### config.mk
export PLATFORM = sky130hd
export DESIGN_NAME = nand_test_sequencer_flat
export DESIGN_NICKNAME = d
export VERILOG_FILES = /design/src/rtl/nand_test_sequencer_pkg.sv /design/src/rtl/nand_test_sequencer_if.sv /design/src/rtl/nand_test_sequencer_settle_timer.sv /design/src/rtl/nand_test_sequencer.sv /design/src/flat_wrapper.sv
export SDC_FILE = /design/constraint.sdc
export NUM_CORES = 1
export LEC_CHECK = 0
export ABC_CLOCK_PERIOD_IN_PS = 5000
export CORE_ASPECT_RATIO = 1.1
export CORE_MARGIN = 4
export CORE_UTILIZATION = 52
export CTS_BUF_LIST = sky130_fd_sc_hd__clkbuf_8
export CTS_CLUSTER_DIAMETER = 50
export DETAILED_ROUTE_END_ITERATION = 8
export GPL_TIMING_DRIVEN = 1
export PLACE_DENSITY = 0.8
export SLEW_MARGIN = 40
export SYNTH_ARGS = -nofsm -noshare
export SYNTH_HDL_FRONTEND = slang
export SYNTH_HIERARCHICAL = 1
export SYNTH_SLANG_ARGS = --single-unit
### constraint.sdc
create_clock -name CLK -period 5 [get_ports CLK]
set_input_delay 0.75 -clock CLK [delete_from_list [all_inputs] [get_ports CLK]]
set_output_delay 0.75 -clock CLK [all_outputs]
set_load 0.02 [all_outputs]
### src/rtl/nand_test_sequencer_pkg.sv
// Shared definitions for the quad-NAND test sequencer: FSM state encoding,
// gate count, field widths and the per-gate vector-code function.
package nand_test_sequencer_pkg;

  localparam int unsigned NUM_GATES = 4;
  localparam int unsigned VEC_W     = 2;                      // vector index / code width
  localparam int unsigned CNT_W     = 8;                      // fail_count width
  localparam int unsigned PASS_W    = 4;                      // pass counter width
  localparam int unsigned TIMER_W   = 4;                      // settle timer width
  localparam int unsigned MIS_W     = $clog2(NUM_GATES + 1);  // per-check mismatch tally

  typedef enum logic [2:0] {
    S_IDLE   = 3'd0,
    S_DRIVE  = 3'd1,
    S_SETTLE = 3'd2,
    S_CHECK  = 3'd3,
    S_FINISH = 3'd4
  } state_t;

  // Input code for gate g on vector v: c = (v + g) mod 4, a = c[1], b = c[0].
  function automatic logic [VEC_W-1:0] vec_code(input logic [VEC_W-1:0] v,
                                                input logic [VEC_W-1:0] g);
    return v + g;
  endfunction

endpackage

### src/rtl/nand_test_sequencer_if.sv
// Bus between the sequencer and its surroundings: run control, status and
// the A/B drive plus Y sense lines of the quad-NAND under test.
//   slave  : the sequencer (takes start/abort/y_in, drives everything else)
//   master : the controlling host / gate model
interface nand_test_sequencer_if;

  logic                                          start;
  logic                                          abort;
  logic [nand_test_sequencer_pkg::NUM_GATES-1:0] a_drv;
  logic [nand_test_sequencer_pkg::NUM_GATES-1:0] b_drv;
  logic [nand_test_sequencer_pkg::NUM_GATES-1:0] y_in;
  logic                                          busy;
  logic                                          done;
  logic                                          pass;
  logic [nand_test_sequencer_pkg::NUM_GATES-1:0] fail_mask;
  logic [nand_test_sequencer_pkg::CNT_W-1:0]     fail_count;
  logic [nand_test_sequencer_pkg::VEC_W-1:0]     vec_idx;

  modport slave (
    input  start, abort, y_in,
    output a_drv, b_drv, busy, done, pass, fail_mask, fail_count, vec_idx
  );

  modport master (
    output start, abort, y_in,
    input  a_drv, b_drv, busy, done, pass, fail_mask, fail_count, vec_idx
  );

endinterface

### src/rtl/nand_test_sequencer_settle_timer.sv
// Settle wait counter: load a value, count down to zero, hold at zero.
//   clk, rst  : clock and synchronous active-high reset
//   load      : load load_val this cycle (takes priority over counting)
//   load_val  : cycles remaining after the load edge
//   zero_c    : counter is at zero (combinational from the count flop)
module nand_test_sequencer_settle_timer #(
  parameter int unsigned W = 4
) (
  input  logic         clk,
  input  logic         rst,
  input  logic         load,
  input  logic [W-1:0] load_val,
  output logic         zero_c
);

  logic [W-1:0] cnt_q;
  logic [W-1:0] cnt_d;

  // Next count: load wins, otherwise decrement until zero.
  always_comb begin
    cnt_d = cnt_q;
    if (load) begin
      cnt_d = load_val;
    end else if (cnt_q != '0) begin
      cnt_d = cnt_q - W'(1);
    end
  end

  always_ff @(posedge clk) begin
    if (rst) begin
      cnt_q <= '0;
    end else begin
      cnt_q <= cnt_d;
    end
  end

  assign zero_c = (cnt_q == '0);

endmodule

### src/rtl/nand_test_sequencer.sv
// Quad-NAND test sequencer. Sweeps the four input codes over all gates
// NUM_PASSES times, waits SETTLE_CYCLES after each drive, checks the Y
// outputs and accumulates sticky per-gate failures and a saturating count.
//   CLK, RST : clock and synchronous active-high reset
//   bus      : start/abort control, a_drv/b_drv/y_in gate lines,
//              busy/done/pass/fail_mask/fail_count/vec_idx status
// Status outputs are registered images of the state one cycle back, so done
// rises the edge after FINISH is entered and busy falls one cycle after done.
// abort bypasses that delay so busy and drives drop on the abort edge.
module nand_test_sequencer
  import nand_test_sequencer_pkg::*;
#(
  parameter int unsigned SETTLE_CYCLES = 2,
  parameter int unsigned NUM_PASSES    = 1
) (
  input logic                  CLK,
  input logic                  RST,
  nand_test_sequencer_if.slave bus
);

  localparam int unsigned SUM_W       = CNT_W + 1;
  localparam int unsigned SETTLE_LOAD = (SETTLE_CYCLES == 0) ? 0 : SETTLE_CYCLES - 1;
  localparam logic [PASS_W-1:0] LAST_PASS = PASS_W'(NUM_PASSES - 1);

  state_t               state_q, state_d;
  state_t               out_state_c;
  logic [VEC_W-1:0]     v_q, v_d;
  logic [PASS_W-1:0]    pass_cnt_q, pass_cnt_d;
  logic [NUM_GATES-1:0] fail_mask_q, fail_mask_d;
  logic [CNT_W-1:0]     fail_count_q, fail_count_d;
  logic [NUM_GATES-1:0] a_drv_q, a_drv_d;
  logic [NUM_GATES-1:0] b_drv_q, b_drv_d;
  logic                 busy_q, busy_d;
  logic                 done_q, done_d;
  logic                 pass_q, pass_d;
  logic [VEC_W-1:0]     vec_idx_q, vec_idx_d;

  logic [NUM_GATES-1:0] mismatch_c;
  logic [MIS_W-1:0]     n_mis_c;
  logic [SUM_W-1:0]     sum_c;
  logic [CNT_W-1:0]     fail_count_sat_c;
  logic [VEC_W-1:0]     code_c;
  logic                 timer_load_c;
  logic                 timer_zero_c;

  nand_test_sequencer_settle_timer #(
    .W (TIMER_W)
  ) u_settle_timer (
    .clk      (CLK),
    .rst      (RST),
    .load     (timer_load_c),
    .load_val (TIMER_W'(SETTLE_LOAD)),
    .zero_c   (timer_zero_c)
  );

  // Per-gate check; case inequality so X/Z on y_in is a failure.
  always_comb begin
    mismatch_c = '0;
    n_mis_c    = '0;
    for (int g = 0; g < int'(NUM_GATES); g++) begin
      mismatch_c[g] = (bus.y_in[g] !== ~(a_drv_q[g] & b_drv_q[g]));
      n_mis_c       = n_mis_c + MIS_W'(mismatch_c[g]);
    end
    sum_c            = SUM_W'(fail_count_q) + SUM_W'(n_mis_c);
    fail_count_sat_c = sum_c[CNT_W] ? {CNT_W{1'b1}} : sum_c[CNT_W-1:0];
  end

  // Next-state and run bookkeeping.
  always_comb begin
    state_d      = state_q;
    v_d          = v_q;
    pass_cnt_d   = pass_cnt_q;
    fail_mask_d  = fail_mask_q;
    fail_count_d = fail_count_q;
    timer_load_c = 1'b0;

    case (state_q)
      S_IDLE: begin
        if (bus.start && !bus.abort) begin
          state_d      = S_DRIVE;
          v_d          = '0;
          pass_cnt_d   = '0;
          fail_mask_d  = '0;
          fail_count_d = '0;
        end
      end
      S_DRIVE: begin
        if (SETTLE_CYCLES == 0) begin
          state_d = S_CHECK;
        end else begin
          state_d      = S_SETTLE;
          timer_load_c = 1'b1;
        end
      end
      S_SETTLE: begin
        if (timer_zero_c) begin
          state_d = S_CHECK;
        end
      end
      S_CHECK: begin
        fail_mask_d  = fail_mask_q | mismatch_c;
        fail_count_d = fail_count_sat_c;
        if ((&v_q) && (pass_cnt_q == LAST_PASS)) begin
          state_d = S_FINISH;
        end else begin
          state_d = S_DRIVE;
          v_d     = v_q + VEC_W'(1);
          if (&v_q) begin
            pass_cnt_d = pass_cnt_q + PASS_W'(1);
          end
        end
      end
      S_FINISH: begin
        state_d = S_IDLE;
      end
      default: begin
        state_d = S_IDLE;
      end
    endcase

    // abort ends any run immediately; results gathered so far are kept.
    if (bus.abort && (state_q != S_IDLE)) begin
      state_d      = S_IDLE;
      fail_mask_d  = fail_mask_q;
      fail_count_d = fail_count_q;
      timer_load_c = 1'b0;
    end
  end

  // Registered outputs, derived from the current state (abort forces idle view).
  always_comb begin
    out_state_c = bus.abort ? S_IDLE : state_q;
    a_drv_d     = '0;
    b_drv_d     = '0;
    code_c      = '0;
    if ((out_state_c == S_DRIVE) || (out_state_c == S_SETTLE) || (out_state_c == S_CHECK)) begin
      for (int g = 0; g < int'(NUM_GATES); g++) begin
        code_c     = vec_code(v_q, VEC_W'(g));
        a_drv_d[g] = code_c[1];
        b_drv_d[g] = code_c[0];
      end
    end
    busy_d    = (out_state_c != S_IDLE);
    done_d    = (out_state_c == S_FINISH);
    pass_d    = (fail_mask_d == '0);
    vec_idx_d = v_q;
  end

  always_ff @(posedge CLK) begin
    if (RST) begin
      state_q      <= S_IDLE;
      v_q          <= '0;
      pass_cnt_q   <= '0;
      fail_mask_q  <= '0;
      fail_count_q <= '0;
      a_drv_q      <= '0;
      b_drv_q      <= '0;
      busy_q       <= 1'b0;
      done_q       <= 1'b0;
      pass_q       <= 1'b1;
      vec_idx_q    <= '0;
    end else begin
      state_q      <= state_d;
      v_q          <= v_d;
      pass_cnt_q   <= pass_cnt_d;
      fail_mask_q  <= fail_mask_d;
      fail_count_q <= fail_count_d;
      a_drv_q      <= a_drv_d;
      b_drv_q      <= b_drv_d;
      busy_q       <= busy_d;
      done_q       <= done_d;
      pass_q       <= pass_d;
      vec_idx_q    <= vec_idx_d;
    end
  end

  assign bus.a_drv      = a_drv_q;
  assign bus.b_drv      = b_drv_q;
  assign bus.busy       = busy_q;
  assign bus.done       = done_q;
  assign bus.pass       = pass_q;
  assign bus.fail_mask  = fail_mask_q;
  assign bus.fail_count = fail_count_q;
  assign bus.vec_idx    = vec_idx_q;

endmodule

### src/flat_wrapper.sv
// flat-port wrapper written by rule: the top's interface ports become plain ports
module nand_test_sequencer_flat import nand_test_sequencer_pkg::*;
#(
  parameter int unsigned SETTLE_CYCLES = 2,
  parameter int unsigned NUM_PASSES    = 1
)
  (CLK, RST, bus_start, bus_abort, bus_y_in, bus_a_drv, bus_b_drv, bus_busy, bus_done, bus_pass, bus_fail_mask, bus_fail_count, bus_vec_idx);
  nand_test_sequencer_if bus_i ();
  input logic CLK;
  input logic RST;
  input wire logic [$bits(bus_i.start)-1:0] bus_start;
  input wire logic [$bits(bus_i.abort)-1:0] bus_abort;
  input wire logic [$bits(bus_i.y_in)-1:0] bus_y_in;
  output wire logic [$bits(bus_i.a_drv)-1:0] bus_a_drv;
  output wire logic [$bits(bus_i.b_drv)-1:0] bus_b_drv;
  output wire logic [$bits(bus_i.busy)-1:0] bus_busy;
  output wire logic [$bits(bus_i.done)-1:0] bus_done;
  output wire logic [$bits(bus_i.pass)-1:0] bus_pass;
  output wire logic [$bits(bus_i.fail_mask)-1:0] bus_fail_mask;
  output wire logic [$bits(bus_i.fail_count)-1:0] bus_fail_count;
  output wire logic [$bits(bus_i.vec_idx)-1:0] bus_vec_idx;
  assign bus_i.start = bus_start;
  assign bus_i.abort = bus_abort;
  assign bus_i.y_in = bus_y_in;
  assign bus_a_drv = bus_i.a_drv;
  assign bus_b_drv = bus_i.b_drv;
  assign bus_busy = bus_i.busy;
  assign bus_done = bus_i.done;
  assign bus_pass = bus_i.pass;
  assign bus_fail_mask = bus_i.fail_mask;
  assign bus_fail_count = bus_i.fail_count;
  assign bus_vec_idx = bus_i.vec_idx;
  nand_test_sequencer #(.SETTLE_CYCLES(SETTLE_CYCLES), .NUM_PASSES(NUM_PASSES)) u_core (.CLK(CLK), .RST(RST), .bus(bus_i));
endmodule
==> impl_results.md, run 1 <==
* CP top delay family: adder cells
* CTS Buffer Depth at 2
* Post-placement worst setup slack at about 1.4 ns
* Drt via density at 5.41
* FP Rows at 22
* I/O Pins at 33
* Async SR Flop Fraction at 0%
* Buf/Inv on CP at 3
* CTS Hold Buffers Added at 0
* Peak supply drop at approximately 300 µV
* CP max stage cell: clkdlybuf4s50_1
* Area leader, netlist: dfxtp_1
* Initial DRC count at 70
* Grt ovf at 0
* Normalized max-slew margin at between 50% and 60%
* CTS tree: done
* Synth Register Bits at 36
* Total number of vias at about 1500
* First-pass GRT wire length at 6660 µm
* PostCTS Resize Cnt at 0
* CP Data Arrival Time at roughly 3.5 ns
* Fillers at ~270
* Final worst slack at ~1.6 ns
* Final Max Slew Viols at 0
* Total core area at ~3400 µm²
* Multi-input gate area at around 1000 µm²
* Crit path time final at approximately 3.4 ns
* Data required, critical path at approximately 5.2 ns
* Detailed Routing Iterations Pass 1 at 4
* Main synth FF type: dfxtp_1
* Pwr per Cell Area at roughly 350 nW/µm²
* CP Launch Type: input pin
* Critical Path Fanout Max at 4
* WL/cell at roughly 14 µm
* IO Port Bufs at 32
* Die extent in y at around 70 µm
* Static Leak at 0.828 nW
* Hold/Removal Path Class: register to register
* CTS H-tree depth at 2
* Fin nets at between 200 and 250
* Vias in the first global route at about 1500
* CTS root buffer: clkbuf_8
* N_diodes at 0
* Final period util at about two thirds
* Most common cell in the netlist: dfxtp_1
* Post-synth EDFFs at 0
* Total CTS buffers at 5
* Total global-route track usage at between 10% and 20%
* Die width at 64.7 µm
* Clock skew at 0.00794 ns
* Crit-path cells: clkdlybuf4s50_1, xor2_1, fa_1, inv_1, fa_1, inv_1, fa_1, and3_1, o31a_1, o221a_2
* Synth Cell Area at roughly 1800 µm²
* Clk sinks at 36
* Final Setup Violations at 0
* ANT nets after route at 0
* Pin count of the biggest net entering global routing at 25
* Sequential element share of the synthesized area at between 30% and 40%
* Post-CTS Setup Inserts at 0
* Most frequent CP cell: fa_1
* Starting density of the core at between 50% and 60%
* Synth unique cells at 55
* Synth top area cells: dfxtp_1, ha_1, fa_1
* Syn_area_per_cell at ~9 µm²
* Final Instance Count excl. Fillers at about 280
* Worst-Margin Slew at between 0.6 and 0.7 ns
* Layout cells sized above 1 at roughly 11%
* Initial antenna violation count at 0
* RSZ-0062 raised after global routing: no
* Max Cap Viol at 0
* Critical path class: input pin to register
* DPL Wire Length at 2810 µm
* Placed Cells at between 200 and 300
* Clock transition at path regs at 0.07 ns
* Die area at between 4000 and 5000 µm²
* Area grow syn2layout at 27.2%
* Clk Latency, worst-skew pair at slightly below 0.3 ns
* CP endpoint kind: register
* Sequential cell area at ~700 µm²
* Placer Congestion at 0.862
* Total Power at 0.823 mW
* Outcome: finished clean
* Mapped Cells at 200
* CP peak stage delay at around 0.47 ns
* Synth top area share at approximately 39%
* Hold_ws at about 0.46 ns
* Setup Total Neg Slack at 0 ns
* Residual DRC at 0
* Ys Warns at 6
* Final hold violation count at 0
* Synth top cells by count: dfxtp_1, nand2_1, inv_1, nor2_1, a21oi_1
* Maximum clock frequency at between 200 and 300 MHz
* Post-Route WL at 3830 µm
sequential cells by signal, indices dropped and copies added (netlist names):
register	count
u_core/bus.fail_count	8
u_core/bus.a_drv	4
u_core/bus.fail_mask	4
u_core/pass_cnt_q	4
u_core/u_settle_timer/cnt_q	4
u_core/state_q	3
u_core/bus.b_drv	2
u_core/bus.vec_idx	2
u_core/v_q	2
u_core/bus.busy	1
u_core/bus.done	1
u_core/bus.pass	1
area by class of cell:
type,count,area share [%]
clock buffer,5,2.94
multi-input combinational,143,43.8
timing repair buffer,33,13.8
inverter,14,2.25
clock inverter,3,3.85
tap,48,2.57
sequential,36,30.8
layout by cell type, fill, tap and decap left out, drive strengths merged, types with 2 or more instances in the layout:
master	instances
buf	2
nor3b	3
bufinv	3
mux2i	2
conb	4
clkdlybuf4s50	31
or2	2
xor2	4
xnor2	3
nor2b	8
nand2	16
o21a	3
o21ai	7
a21oi	11
o22ai	2
and3	2
and2	5
dfxtp	36
clkbuf	5
nor2	13
ha	5
o32ai	3
o2111ai	2
or3	2
inv	14
nor3	7
o31ai	2
a22oi	5
fa	3
nor4	3
nand3	7
and3b	2
a2111oi	2
report_power, final:
group          internal [mW]  switching [mW]  total [mW]
clock network          0.249           0.105       0.354
logic                 0.0773          0.0685       0.146
registers              0.305          0.0183       0.323
total                  0.631           0.191       0.823
layer usage:
metal  vias to the layer above  part of all wire (%)  track usage [%]
met5                         -                     0                0
met4                         0                   1.6             7.51
met3                         7                   4.9             4.34
met2                        40                    50             30.2
met1                       708                    44             22.7
li1                        770                     -                -
logic make-up after synthesis:
logic type,count (synthesis),synth area share [%]
mux,3,1.70
buf+inv,23,6.19
xor+xnor,7,3.33
fa+ha+maj,8,6.67
simple gates,74,23.7
other cells,2,0.408
flops,36,39.2
compound gates,47,18.8
per-stage QoR:
stage	utilization [%]	instance area, µm²
6_report	69.7	2340
5_1_grt	69.7	2340
4_1_cts	69.8	2340
3_5_place_dp	65.1	2190
3_3_place_gp	64.9	2180
2_1_floorplan	-	1850
final timing paths:
kind | startpoint | end | slack, ns | cells after the start
max | bus_y_in[0] | u_core/bus.fail_count[7] | 1.64 | 10
min | u_core/v_q[1] | u_core/bus.a_drv[2] | 0.46 | 1
max reg2reg | u_core/bus.b_drv[2] | u_core/bus.fail_count[7] | 2.14 | 10
min reg2reg | u_core/v_q[1] | u_core/bus.a_drv[2] | 0.46 | 1
worst register-to-register path, cell delays in order (launching register included):
cell     delay [ns]
dfxtp_1        0.36
nand2_1        0.09
xor2_1         0.28
fa_1           0.47
inv_1          0.09
fa_1           0.20
inv_1          0.06
fa_1           0.42
and3_1         0.26
o31a_1         0.30
o221a_2        0.24
No activity file was read; power rests on OpenSTA's default activity.
==> run 2: changes to the inputs <==
--- a/config.mk
+++ b/config.mk
@@ -5,7 +5,7 @@
 export SDC_FILE = /design/constraint.sdc
 export NUM_CORES = 1
 export LEC_CHECK = 0
-export ABC_CLOCK_PERIOD_IN_PS = 5000
+export ABC_CLOCK_PERIOD_IN_PS = 3500
 export CORE_ASPECT_RATIO = 1.1
 export CORE_MARGIN = 4
 export CORE_UTILIZATION = 52
==> constraint.sdc (replaced) <==
create_clock -name CLK -period 3.5 [get_ports CLK]
set_input_delay 0.525 -clock CLK [delete_from_list [all_inputs] [get_ports CLK]]
set_output_delay 0.525 -clock CLK [all_outputs]
set_load 0.02 [all_outputs]
==> impl_results.md, run 2 (synthesis results as in run 1) <==
* Final Max Slew Viols at 0
* Starting density of the core at between 50 and 60%
* Initial antenna violation count at 0
* Final Setup Violations at 0
* Vias in the first global route at between 1000 and 1500
* Fin nets at 250
* Maximum clock frequency at approximately 320 MHz
* Total Power at slightly above 1 mW
* Commonest non-fill, non-tap cell in the layout: dfxtp_1
* Drt via density at approximately 5.4
* Data required, critical path at about 3.7 ns
* CP Launch Type: input pin
* Post-CTS Setup Inserts at 0
* Initial DRC count at 48
* Total global-route track usage at 18.6%
* Worst-Margin Slew at 0.571 ns
* Hold/Removal Path Class: register to register
* CTS H-tree depth at 2
* Post-Route WL at between 3000 and 4000 µm
* Residual DRC at 0
* FF-to-FF setup slack at approximately 0.65 ns
* Critical Path Fanout Max at 4
* Total core area at 3360 µm²
* Clock transition at path regs at approximately 0.070 ns
* Layout cells sized above 1 at 10.6%
* Peak supply drop at ~380 µV
* Detailed Routing Iterations Pass 1 at 4
* FP Rows at 22
* Static Leak at 0.814 nW
* Clk Latency, worst-skew pair at a little under 0.3 ns
* Final hold violation count at 0
* CP endpoint kind: register
* RSZ-0062 raised after global routing: no
* Die area at about 4600 µm²
* Die width at about 65 µm
* CTS Buffer Depth at 2
* Placer Congestion at 0.830
* Die extent in y at slightly above 70 µm
* DPL Wire Length at 2800 µm
* Largest register FFs at 8
* CTS Hold Buffers Added at 0
* N_diodes at 0
* I/O Pins at 33
* ANT nets after route at 0
* First-pass GRT wire length at roughly 6600 µm
* Normalized max-slew margin at about 62%
* Area grow syn2layout at 25.1%
* Pwr per Cell Area at 445 nW/µm²
* Crit path time final at 3.11 ns
* CP Data Arrival Time at approximately 3.3 ns
* Pin count of the biggest net entering global routing at 25
* Max Cap Viol at 0
* Outcome: finished clean
* Clock skew at about 0.007 ns
* Final period util at 88.9%
* PostCTS Resize Cnt at 0
* IO Port Bufs at 32
* Fillers at 265
* Placed Cells at approximately 280
* Setup Total Neg Slack at 0 ns
* Most frequent cells in the layout: dfxtp_1, clkdlybuf4s50_1, inv_1, nand2_1, nor2_1
* Total CTS buffers at 5
* WL/cell at between 10 and 15 µm
* Total number of vias at ~1500
* Grt ovf at 0
* Final Instance Count excl. Fillers at 283
* CTS root buffer: clkbuf_8
* CTS tree: done
* Critical path class: input pin to register
* Clk sinks at 36
run 2: cell count changes in the layout (fill, tap and decap cells not counted), sizes merged:
| cell | before | now |
|---|---|---|
| bufinv | 3 | 1 |
| clkdlybuf4s50 | 31 | 32 |
| clkinv | 0 | 1 |
| inv | 14 | 15 |
run 2: area by class of cell:
| type | count | area, µm² | share of cell area [%] |
|---|---|---|---|
| clock buffers | 5 | 68.8 | 2.99 |
| clock inverters | 3 | 38.8 | 1.69 |
| inverters | 14 | 52.6 | 2.28 |
| multi-input cells | 143 | 1020 | 44.5 |
| flip-flops and latches | 36 | 721 | 31.3 |
| well taps | 48 | 60.1 | 2.61 |
| repair buffers | 34 | 335 | 14.6 |
run 2: final timing paths:
path / start / endpoint / depth (start not counted)
worst max-delay path: bus_y_in[0] / u_core/bus.fail_count[7] / 10
worst min-delay path: u_core/v_q[1] / u_core/bus.a_drv[2] / 1
worst max register to register: u_core/bus.b_drv[2] / u_core/bus.fail_count[7] / 10
worst min register to register: u_core/v_q[1] / u_core/bus.a_drv[2] / 1
run 2: stage by stage:
stage	worst slack (ns)	hold slack (ns)	cell area (µm²)	util (%)
6_report	0.388	0.459	2300	68.5
3_5_place_dp	0.102	0.446	2190	65.1
4_1_cts	0.402	0.461	2290	68.3
3_3_place_gp	0.129	0.448	2190	65.1
5_1_grt	0.217	0.503	2300	68.5
2_1_floorplan	0.691	0.420	1850	-
run 2: power by group:
| part | leakage [nW] | switching [mW] | internal (mW) |
|---|---|---|---|
| Combinational | 0.463 | 0.0999 | 0.112 |
| Sequential | 0.291 | 0.0269 | 0.435 |
| Clock | 0.0593 | 0.142 | 0.208 |
run 2: critical path, stage by stage:
cell	delay, ns
clkdlybuf4s50_1	0.47
xor2_1	0.29
fa_1	0.47
inv_1	0.09
fa_1	0.19
inv_1	0.05
fa_1	0.40
and3_1	0.25
o31a_1	0.30
o221a_2	0.24
run 2: metal layers:
layer	wire, µm	share of wire, %	global-route usage (%)
met2	1790	47	28.3
met3	259	6.8	5.95
met1	1680	44	23.0
met4	85	2.2	10.1
met5	0	0	0
==> run 3: changes to the inputs <==
--- a/config.mk
+++ b/config.mk
@@ -14,6 +14,7 @@
 export DETAILED_ROUTE_END_ITERATION = 8
 export GPL_TIMING_DRIVEN = 1
 export PLACE_DENSITY = 0.8
+export SKIP_CTS_REPAIR_TIMING = 1
 export SLEW_MARGIN = 40
 export SYNTH_ARGS = -nofsm -noshare
 export SYNTH_HDL_FRONTEND = slang
==> results of run 3 <==
Same layout as run 2: the final DEF is identical, and so are final timing and power.
